## config.mk

```make
export PLATFORM = sky130hd
export DESIGN_NAME = sw_debounce
export DESIGN_NICKNAME = d
export VERILOG_FILES = /design/src/rtl/sw_debounce.sv
export SDC_FILE = /design/constraint.sdc
export NUM_CORES = 1
export LEC_CHECK = 0
export BUFFER_PORTS_ARGS = -buffer_cell sky130_fd_sc_hd__clkbuf_2
export CORE_MARGIN = 1.5
export CORE_UTILIZATION = 60
export DETAILED_ROUTE_END_ITERATION = 12
export PLACE_DENSITY = 0.84
export SYNTH_ARGS = -nofsm -noshare
export SYNTH_HDL_FRONTEND = slang
export SYNTH_SLANG_ARGS = --single-unit
```

## constraint.sdc

```tcl
create_clock -name clk -period 6.17 [get_ports clk]
set_clock_uncertainty 0.1 [all_clocks]
set_input_delay 1.234 -clock clk [delete_from_list [all_inputs] [get_ports clk]]
set_output_delay 1.234 -clock clk [all_outputs]
set_load 0.01 [all_outputs]
```

## src/rtl/sw_debounce.sv

```systemverilog
// sw_debounce: two-flop synchroniser on every raw switch bit, followed by a
// single shared stability counter. Registered stable levels are published
// only after all bits have held still for STABLE_CNT cycles, together with
// one-cycle rise/fall pulses on the update edge.
module sw_debounce #(
  parameter int N_IN       = 16,
  parameter int STABLE_CNT = 1000000,
  parameter int CNT_W      = 20
) (
  input  logic            clk,
  input  logic            rst,
  input  logic [N_IN-1:0] sw_raw,
  output logic [N_IN-1:0] sw_db,
  output logic [N_IN-1:0] sw_rise,
  output logic [N_IN-1:0] sw_fall,
  output logic            busy
);

  localparam logic [CNT_W-1:0] CNT_SAT  = CNT_W'(STABLE_CNT);
  localparam logic [CNT_W-1:0] CNT_LAST = CNT_W'(STABLE_CNT - 1);
  localparam logic [CNT_W-1:0] CNT_ONE  = CNT_W'(1);

  logic [N_IN-1:0]  sync1_q, sync2_q, prev_q;
  logic [CNT_W-1:0] cnt_q, cnt_d;
  logic [N_IN-1:0]  db_q, db_d;
  logic [N_IN-1:0]  rise_q, rise_d;
  logic [N_IN-1:0]  fall_q, fall_d;

  // Synchroniser chain plus one-cycle history used for change detection.
  always_ff @(posedge clk or posedge rst) begin
    if (rst) begin
      sync1_q <= '0;
      sync2_q <= '0;
      prev_q  <= '0;
    end else begin
      sync1_q <= sw_raw;
      sync2_q <= sync1_q;
      prev_q  <= sync2_q;
    end
  end

  // Stability window: any change restarts it; the final count publishes the
  // synchronised value and the edge pulses, then the counter saturates.
  always_comb begin
    cnt_d  = cnt_q;
    db_d   = db_q;
    rise_d = '0;
    fall_d = '0;
    if (sync2_q != prev_q) begin
      cnt_d = '0;
    end else if (cnt_q == CNT_LAST) begin
      cnt_d  = CNT_SAT;
      db_d   = sync2_q;
      rise_d = sync2_q & ~db_q;
      fall_d = ~sync2_q & db_q;
    end else if (cnt_q < CNT_LAST) begin
      cnt_d = cnt_q + CNT_ONE;
    end
  end

  // Filter state and registered outputs; reset leaves the counter saturated.
  always_ff @(posedge clk or posedge rst) begin
    if (rst) begin
      cnt_q  <= CNT_SAT;
      db_q   <= '0;
      rise_q <= '0;
      fall_q <= '0;
    end else begin
      cnt_q  <= cnt_d;
      db_q   <= db_d;
      rise_q <= rise_d;
      fall_q <= fall_d;
    end
  end

  assign sw_db   = db_q;
  assign sw_rise = rise_q;
  assign sw_fall = fall_q;
  assign busy    = (cnt_q != CNT_SAT);

endmodule

```

* Word level (Yosys, flattened, before mapping)
Index checks and enable logic that the tools add are counted.
Cells by class: add/subtract/negate cells 1, order comparisons 1, equal/unequal tests 3, multiplexer cells 7, bitwise operators 5, reductions and logical operators 2
Operators with widths (number):
- $mux 16 | 4
- $mux 20 | 3
- $and 16x16->16 | 2
- $not 16->16 | 2
- $add 20x1->20 const B | 1
- $eq 20x20->1 const B | 1
- $lt 20x20->1 const B | 1
- $ne 20x20->1 const B | 1
- $ne 16x16->1 | 1
- $reduce_bool 3->1 | 1
- $reduce_and 2->1 | 1
- $not 1->1 | 1
Word-level totals: bits in registers 116, output and inout port bits 49

* Logic depth before layout (Yosys ltp)
Gate-level depths: netlist of run 1.
depth after elaboration 4, depth in mapped cells 8

* Least setup slack after synthesis of run 1
No wires, ideal clock.
path type register to output, start point register cnt_q[11], end point output port busy, arrival 1.399 ns, required time 4.836 ns, path slack 3.437 ns, cell stages (with the launch flop) 4, buffers on the path 0, path through dfrtp_1 > or4_4 > nor4_4 > nand4b_1
Between the ends: longest elaborated chain between the ends 1
RTL lines:
- start, declared | RTL line 24 | logic [CNT_W-1:0] cnt_q, cnt_d;
- start signal, assigned | RTL line 69 | cnt_q <= cnt_d;
- $ne 20x20->1 | RTL line 79 | assign busy = (cnt_q != CNT_SAT);
- end, declared | RTL line 16 | output logic busy
No other way between the ends.

* Final worst setup path of run 1
Same ends and word-level chain as after synthesis.

==> impl_metrics.ini, run 1 <==
[synth]
synth_simple_gate_area_share = 0.168
synth_area_leaders = dfrtp_1, xor2_1, nor3b_2, mux2_4, dfstp_2
avgSynthCellArea_um2 = 14.8
netlist.area_leader.share = 0.632
mappedNetlistNets = 311
yosys_warnings = 0
synth_edf_count = 0
ys_types = 36
yosys.area_share.xor_xnor = 0.0650
synth_compound_area_frac = 0.0119
syn-cell-area_um2 = 4310
synth_ff_type = dfrtp_1
synthCells = 291
yosysSeqAreaShare = 0.675
synthAdderAreaFrac = 0.00580
synth_top_family_by_area = simple AND/OR/NAND/NOR gates
synthMuxAreaShare = 0.0563
ys_async_sr_fraction = 1.00
yosys.area.top_type = dfrtp_1
ys_seq_elements = 116

[global_route]
grt_usage = 0.235
grt_pass1_vias = 2595
grt_max_degree = 67
grt_pass1_wl_um = 13000
overflow = 0
antenna_found_initial = 0

[final_layout]
fin_util = 0.775
multi_input_area_um2 = 1320
fill_cells = 388
ff_latch_area_um2 = 2910
fin_nets = 388
syn2layout_area_growth_pct = 23.3
diodes = 0
instances_no_fill = 477
drive_gt1_frac = 0.383

[pwr]
combPwrFrac = 0.017
p_clk_frac = 0.551
power.density_nw_per_um2 = 343
ir_worst_vdd_mv = 0.252
swShare = 0.205
intPower_mw = 1.45
p_switching_mw = 0.374
p_leak_nw = 2.49
seq_power_share = 0.433
finalPower_mw = 1.83

[floorplanning]
initial_core_util = 0.628
die_h_um = 87.8
rows = 30
dieArea_um2 = 7710
chipWidth_um = 87.8
ios = 67
core_area_um2 = 6870

[placement]
place_inst = 445
io_buffers = 66
gp_congestion = 0.766
dpl.hpwl_um = 4470

[routing]
drt_pass1_iterations = 4
post_drt_wl_per_cell_um = 16.8
ant_nets = 0
viasPerCell = 5.32
routed_wl_um = 8010
drt-initial-drc-count = 161
num_vias = 2537
drcViolationCount = 0

[timing]
fin_crit_sh = 0.556
setup_tns_ns = 0
rsz0062_at_grt = no
holdWs_ns = 0.246
max_freq_mhz = 291
setup_viol = 0
finalHoldViolations = 0
finalMaxSlewViolations = 0
layout_min_cycle_time_ns = 3.43
tightest_slew_ns = 0.824
max_slew_margin = 0.451

[clock_tree]
cts.sinks = 116
tritoncts = built
post_cts_resized = 0
clockRootBuffer = clkbuf_8
clockBufferDepth = 2
clock_latency_ns = 0.51
clkTransAtPathRegs_ns = 0.06
htree_levels = 4
cts.hold.buffers_added = 0
cts-buffers-inserted = 17
postCtsSetupBuffers = 0

[critical_path]
arrival_ns = 2.10
crit_type = flip-flop to output pin
worstSetupEndpointType = output pin
start_kind = flip-flop
cp.required_ns = 4.84
crit_fanout = 6

[run_status]
status = complete, no violations

[flow_run]
maxCapViolCount = 0

[worst_hold_path]
hp-class = flip-flop to flip-flop
-- sequential cells by signal, summed over array words and instances (netlist names) --
name     count
cnt_q       20
sw_fall     16
sw_db       16
sync2_q     16
sw_rise     16
sync1_q     16
prev_q      16
-- final cells by class --
class,instances,area share
Clock buffer,19,0.0811
Clock inverter,13,0.0339
Inverter,4,0.00329
Multi-Input combinational cell,162,0.249
Sequential cell,116,0.547
Tap cell,96,0.0226
Timing Repair Buffer,67,0.0635
-- synth_stat cells, types with 2 or more instances --
cell	n
a21oi_1	2
a31oi_1	3
and3_1	3
buf_6	4
clkbuf_1	4
dfrtp_1	109
dfstp_2	7
ha_1	2
inv_1	4
mux2_2	2
mux2_4	14
nand2_1	9
nand3_1	10
nand4_1	8
nor2_1	23
nor3_1	3
nor3b_1	12
nor3b_2	20
nor4_1	5
xnor2_1	3
xor2_1	29
-- cells in the final DEF, fill, tap and decap left out, types with 4 or more instances in the layout --
| cell | synthesis | final |
|---|---|---|
| nor4_1 | 5 | 5 |
| nor3b_1 | 12 | 12 |
| clkbuf_2 | 0 | 66 |
| dfrtp_1 | 109 | 109 |
| bufinv_16 | 0 | 4 |
| clkinv_2 | 0 | 4 |
| mux2_4 | 14 | 14 |
| clkbuf_16 | 0 | 16 |
| nor2_1 | 23 | 23 |
| dfstp_2 | 7 | 7 |
| nor3b_2 | 20 | 20 |
| nand3_1 | 10 | 10 |
| nand2_1 | 9 | 9 |
| xor2_1 | 29 | 29 |
| nand4_1 | 8 | 8 |
-- per-layer routing --
layer / GRT usage / vias to the layer above / wire length, µm
li1: - / 1161 / -
met1: 0.297 / 1287 / 3470
met2: 0.371 / 81 / 4050
met3: 0.0933 / 8 / 392
met4: 0.0851 / 0 / 89
met5: 0 / - / 0
-- power groups by stage --
stage	Clock [mW]	Combinational (mW)	Sequential, mW
after global placement	0	0.0306	0.801
after CTS	1.02	0.0323	0.790
after floorplan	0	0.0201	0.799
after detailed placement	0	0.0314	0.803
after global routing	1.06	0.0361	0.792
final	1.01	0.0309	0.791
-- per-stage QoR --
stage,setup slack (ns),cell area [µm²]
2_1_floorplan,1.78,4310
3_3_place_gp,3.29,4710
3_5_place_dp,3.27,4710
4_1_cts,2.72,5320
5_1_grt,2.63,5320
6_report,2.74,5320
-- final timing paths --
| check | start | end | slack (ns) | cells past startpoint |
|---|---|---|---|---|
| min | sync1_q[2] | sync2_q[2] | 0.25 | 0 |
| max | cnt_q[11] | busy | 2.74 | 4 |
| min reg2reg | sync1_q[2] | sync2_q[2] | 0.25 | 0 |
| max in group asynchronous | rst | cnt_q[10] | 4.07 | 3 |
| min in group asynchronous | rst | prev_q[10] | 0.69 | 2 |
| max reg2reg | sync2_q[11] | sw_db[7] | 3.30 | 5 |
-- cells by family after synthesis --
group	Yosys count
adder cells (fa/ha/maj)	2
XOR/XNOR	32
buffers and inverters	13
AND/OR/NAND/NOR	103
multiplexers	17
flip-flops	116
AO/OA/AOI/OAI	8
-- critical path, stage by stage, from the launching register on --
cell	delay, ns
dfrtp_1	0.43
or4_4	0.57
nor4_4	0.29
nand4b_1	0.15
clkbuf_2	0.15
No activity file was read; power rests on OpenSTA's default activity.
==> inputs of run 2 (changes only) <==
Settings changed: ABC_AREA from default to 1, CORE_UTILIZATION 60 to 56, PLACE_DENSITY 0.84 to 0.78.
Clock period 6.17 ns to 3.6 ns, I/O delays scaled along.
==> run 2 against run 1 <==
Combinational power up 150%. Sequential power increased by 71%. Hold slack worse by 0.14 ns. Via count up 27%. Final cell count increased by 33%. Non-clock buffer count up 1. First-iteration DRC count increased by 16%. Power is 68% higher. Critical path depth up 2. Worst setup slack got worse by 1.7 ns. Critical endpoint unchanged. Largest cell class unchanged.
==> impl_metrics.ini, run 2 <==
[timing]
max_slew_margin = 0.658
setup_viol = 0
finalHoldViolations = 0
max_freq_mhz = 396
tightest_slew_ns = 0.512
rsz0062_at_grt = no
layout_min_cycle_time_ns = 2.52
fin_crit_sh = 0.701
finalMaxSlewViolations = 0
setup_tns_ns = 0

[final_layout]
fin_util = 0.713
fin_nets = 538
regMostFlops = cnt_q
drive_gt1_frac = 0.298
final_cell_mix = nand2_1, dfrtp_1, clkbuf_2
syn2layout_area_growth_pct = 22.1
ff_latch_area_um2 = 2910
multi_input_area_um2 = 1330
diodes = 0
fill_cells = 543
largest_reg_flops = 20

[critical_path]
path_delay_family = simple AND/OR/NAND/NOR gates
worst_path_max_delay_cell = dfrtp_1
path_cells = inv_1, ha_1, nand4_1, nor4_1, nand3_1, clkbuf_2
arrival_ns = 1.70
cp.required_ns = 2.78
cpPeakStageDelay_ns = 0.40
crit_fanout = 3
worstSetupEndpointType = output pin
path_buf_inv = 2
crit_type = flip-flop to output pin
start_kind = flip-flop

[clock_tree]
cts-buffers-inserted = 17
cts.hold.buffers_added = 0
post_cts_resized = 0
htree_levels = 4
clockRootBuffer = clkbuf_8
cts.sinks = 116
clock_latency_ns = 0.51
postCtsSetupBuffers = 0
tritoncts = built
clockBufferDepth = 2
clkTransAtPathRegs_ns = 0.06

[synth]
synth_ff_type = dfrtp_1
synthCells = 439
synth_edf_count = 0
avgSynthCellArea_um2 = 10.3
ys_types = 31
netlist.area_leader.share = 0.601
yosysSeqAreaShare = 0.642
ys_seq_elements = 116
ys_async_sr_fraction = 1.00
syn-cell-area_um2 = 4540
synth_common_cells = dfrtp_1, nand2_1, inv_1, nor2_1, nor3_2
synth_area_leaders = dfrtp_1, nand2_1, dfstp_2, nor3_2, inv_1
yosys.area.top_type = dfrtp_1
yosys_warnings = 0
mappedNetlistNets = 459

[routing]
drcViolationCount = 0
drt-initial-drc-count = 186
post_drt_wl_per_cell_um = 13.8
num_vias = 3213
drt_pass1_iterations = 4
ant_nets = 0
routed_wl_um = 8750
viasPerCell = 5.08

[global_route]
grt_pass1_vias = 3078
grt_usage = 0.225
antenna_found_initial = 0
grt_pass1_wl_um = 14500
grt_max_degree = 71
overflow = 0

[floorplanning]
chipWidth_um = 93.0
ios = 67
rows = 32
dieArea_um2 = 8650
initial_core_util = 0.584
die_h_um = 93.0
core_area_um2 = 7770

[placement]
dpl.hpwl_um = 5420
gp_congestion = 0.899
io_buffers = 66

[pwr]
power.density_nw_per_um2 = 556
ir_worst_vdd_mv = 0.372
p_leak_nw = 2.74

[run_status]
status = complete, no violations

[worst_hold_path]
hp-class = primary input to asynchronous set/reset pin

[flow_run]
maxCapViolCount = 0
-- run 2: layout make-up --
cell class	instances	share of cell area
inverters	55	0.0389
flip-flops and latches	116	0.526
multi-input cells	260	0.240
clock inverters	12	0.0253
repair buffers	68	0.0646
well taps	102	0.0230
clock buffers	20	0.0822
-- run 2: power by group --
part	internal (mW)	total (mW)	switching (mW)	leakage, nW
sequential	1.33	1.35	0.0164	1.48
combinational	0.0217	0.0759	0.0542	0.966
clock	1.05	1.65	0.605	0.285
-- run 2: worst reg2reg max path: cells and delay by family, from the launching register on --
family,cells,cell delay [ns]
compound gates,1,0.07
fa+ha+maj,1,0.19
buf+inv,2,0.26
flops,1,0.39
simple gates,6,1.04
-- run 2: through the flow --
step	std cells	area, µm²	hold WS [ns]	worst slack (ns)	power [mW]
floorplan	439	4540	0.231	1.37	1.42
global placement	601	4940	0.232	1.59	1.44
detailed placement	601	4940	0.236	1.54	1.45
CTS	633	5540	0.109	1.06	3.10
global route	633	5540	0.130	0.976	3.18
finish	633	5540	0.110	1.08	3.08
-- run 2: per-layer routing --
| metal | GRT usage | up-vias | wire length, µm |
|---|---|---|---|
| met5 | 0 | - | 0 |
| met4 | 0.106 | 0 | 201 |
| met3 | 0.0675 | 21 | 514 |
| met2 | 0.345 | 120 | 4250 |
| met1 | 0.295 | 1532 | 3790 |
| li1 | - | 1540 | - |
-- run 2: final timing paths --
check / to / startpoint / slack [ns] / cells after the start
min in group clk: sync1_q[10] / sw_raw[10] / 0.21 / 1
max reg2reg: sw_db[5] / cnt_q[0] / 1.43 / 10
max: busy / cnt_q[1] / 1.08 / 6
max in group asynchronous: cnt_q[14] / rst / 2.56 / 3
min reg2reg: sync2_q[5] / sync1_q[5] / 0.25 / 0
min: sync2_q[9] / rst / 0.11 / 2
-- run 2: cell families after synthesis --
kind of cell	after synthesis	share of synthesized area
adders and majority gates	2	0.00551
xor gates and xnor gates	8	0.0154
buffers and inverters	63	0.0651
AOI/OAI and AO/OA	46	0.0587
and+or+nand+nor	204	0.213
DFF	116	0.642
==> inputs of run 3 (changes only) <==
Clock period 3.6 ns to 2.6 ns, I/O delays scaled along.
==> run 3 against run 2 <==
Register-to-register slack got worse by 0.90 ns. Worst setup slack lost 0.81 ns. Final cell count grew 1.9%. Sequential share of layout area down 1.3 points. Wire length shrank 1.3%. Die area did not move. Non-clock buffer count rose by 12. Hold slack got worse by 0.094 ns.
==> impl_metrics.ini, run 3 (synthesis gave the netlist of run 2 again) <==
[final_layout]
fin_nets = 550
final_area_um2 = 5680
syn2layout_area_growth_pct = 25.1
drive_gt1_frac = 0.282
instances_no_fill = 645
diodes = 0
final_cell_mix = nand2_1, dfrtp_1, clkbuf_2
largest_reg_flops = 20
regMostFlops = cnt_q
fin_util = 0.731

[clock_tree]
clock_latency_ns = 0.52
clockRootBuffer = clkbuf_8
tritoncts = built
post_cts_resized = 0
cts.sinks = 116
cts-buffers-inserted = 17
clockBufferDepth = 2
htree_levels = 4
clkTransAtPathRegs_ns = 0.06

[routing]
ant_nets = 0
drcViolationCount = 0
num_vias = 3211
viasPerCell = 4.98
drt-initial-drc-count = 253
drt_pass1_iterations = 4
post_drt_wl_per_cell_um = 13.4
routed_wl_um = 8640

[worst_hold_path]
hp-class = primary input to flip-flop

[global_route]
grt_max_degree = 117
grt_pass1_vias = 3185
grt_pass1_wl_um = 14400
antenna_found_initial = 0
overflow = 0
grt_usage = 0.222

[timing]
layout_min_cycle_time_ns = 2.33
finalHoldViolations = 0
setup_viol = 0
tightest_slew_ns = 0.627
fin_crit_sh = 0.897
rsz0062_at_grt = no
setup_tns_ns = 0
finalMaxSlewViolations = 0
max_freq_mhz = 429
max_slew_margin = 0.582

[placement]
dpl.hpwl_um = 5280
post_dp_cell_area_um2 = 4930
place_inst = 600
io_buffers = 66
gp_congestion = 0.912

[floorplanning]
ios = 67
initial_core_util = 0.584
rows = 32
core_area_um2 = 7770
dieArea_um2 = 8650
die_h_um = 93.0
chipWidth_um = 93.0

[critical_path]
path_cells = nand2_1, inv_1, nand2_1, nor2_1, nand3_1, clkbuf_2
cp.required_ns = 1.98
worst_path_max_delay_cell = dfstp_2
crit_fanout = 3
worstSetupEndpointType = output pin
crit_type = flip-flop to output pin
start_kind = flip-flop
cpPeakStageDelay_ns = 0.53
arrival_ns = 1.71
cpMostUsedCell = nand2_1

[flow_run]
maxCapViolCount = 0

[pwr]
power.density_nw_per_um2 = 768
p_leak_nw = 2.79
ir_worst_vdd_mv = 0.533
finalPower_mw = 4.36

[run_status]
status = complete, no violations
[run 3: changes by cell type in the layout (fill, tap and decap cells not counted)]
cell,before,now
clkinv_2,1,2
clkbuf_8,4,3
clkbuf_1,0,4
bufinv_16,2,4
dlygate4sd3_1,0,13
clkinvlp_4,4,3
buf_4,1,0
inv_6,6,1
[run 3: through the flow]
step | hold WS (ns) | setup WS [ns]
2_1_floorplan | 0.231 | 0.572
5_1_grt | 0.00118 | 0.165
3_5_place_dp | 0.235 | 0.593
3_3_place_gp | 0.233 | 0.659
4_1_cts | 0.00116 | 0.241
6_report | 0.0158 | 0.268
[run 3: power by group]
part	internal, mW	total [mW]	switching (mW)
combinational	0.0418	0.119	0.0768
sequential	1.85	1.87	0.0225
clock	1.60	2.37	0.765
total	3.49	4.36	0.865
[run 3: final cells by class]
cell class	count	area [µm²]
timing repair buffer	80	480
clock buffer	23	457
sequential	116	2910
clock inverter	9	154
multi-input combinational	260	1330
tap	102	128
inverter	55	215
fill	519	2090
[run 3: critical path, delay by kind of cell (launching register included)]
kind | cells | cell delay (ns)
DFF | 1 | 0.53
buffers and inverters | 2 | 0.24
and+or+nand+nor | 4 | 0.42
[run 3: path summary, 6_finish.rpt]
path / from / end / slack (ns) / cells after the start
max: cnt_q[18] / busy / 0.27 / 6
min: sw_raw[1] / sync1_q[1] / 0.02 / 1
max reg2reg: cnt_q[0] / sw_db[7] / 0.53 / 10
min reg2reg: sync1_q[8] / sync2_q[8] / 0.24 / 0
max in group asynchronous: rst / prev_q[10] / 1.85 / 3
min in group asynchronous: rst / sw_rise[13] / 0.03 / 3
[run 3: timing repair]
action                    CTS  global route
hold buffers               12             1
hold endpoints to repair   12             1
setup buffers               0             0
[run 3: layer usage]
| layer | wire length [µm] | global-route usage | vias up | part of all wire |
|---|---|---|---|---|
| met3 | 446 | 0.0699 | 14 | 0.052 |
| met1 | 3640 | 0.271 | 1555 | 0.42 |
| li1 | - | - | 1560 | - |
| met4 | 139 | 0.101 | 0 | 0.016 |
| met5 | 0 | 0 | - | 0 |
| met2 | 4410 | 0.362 | 82 | 0.51 |
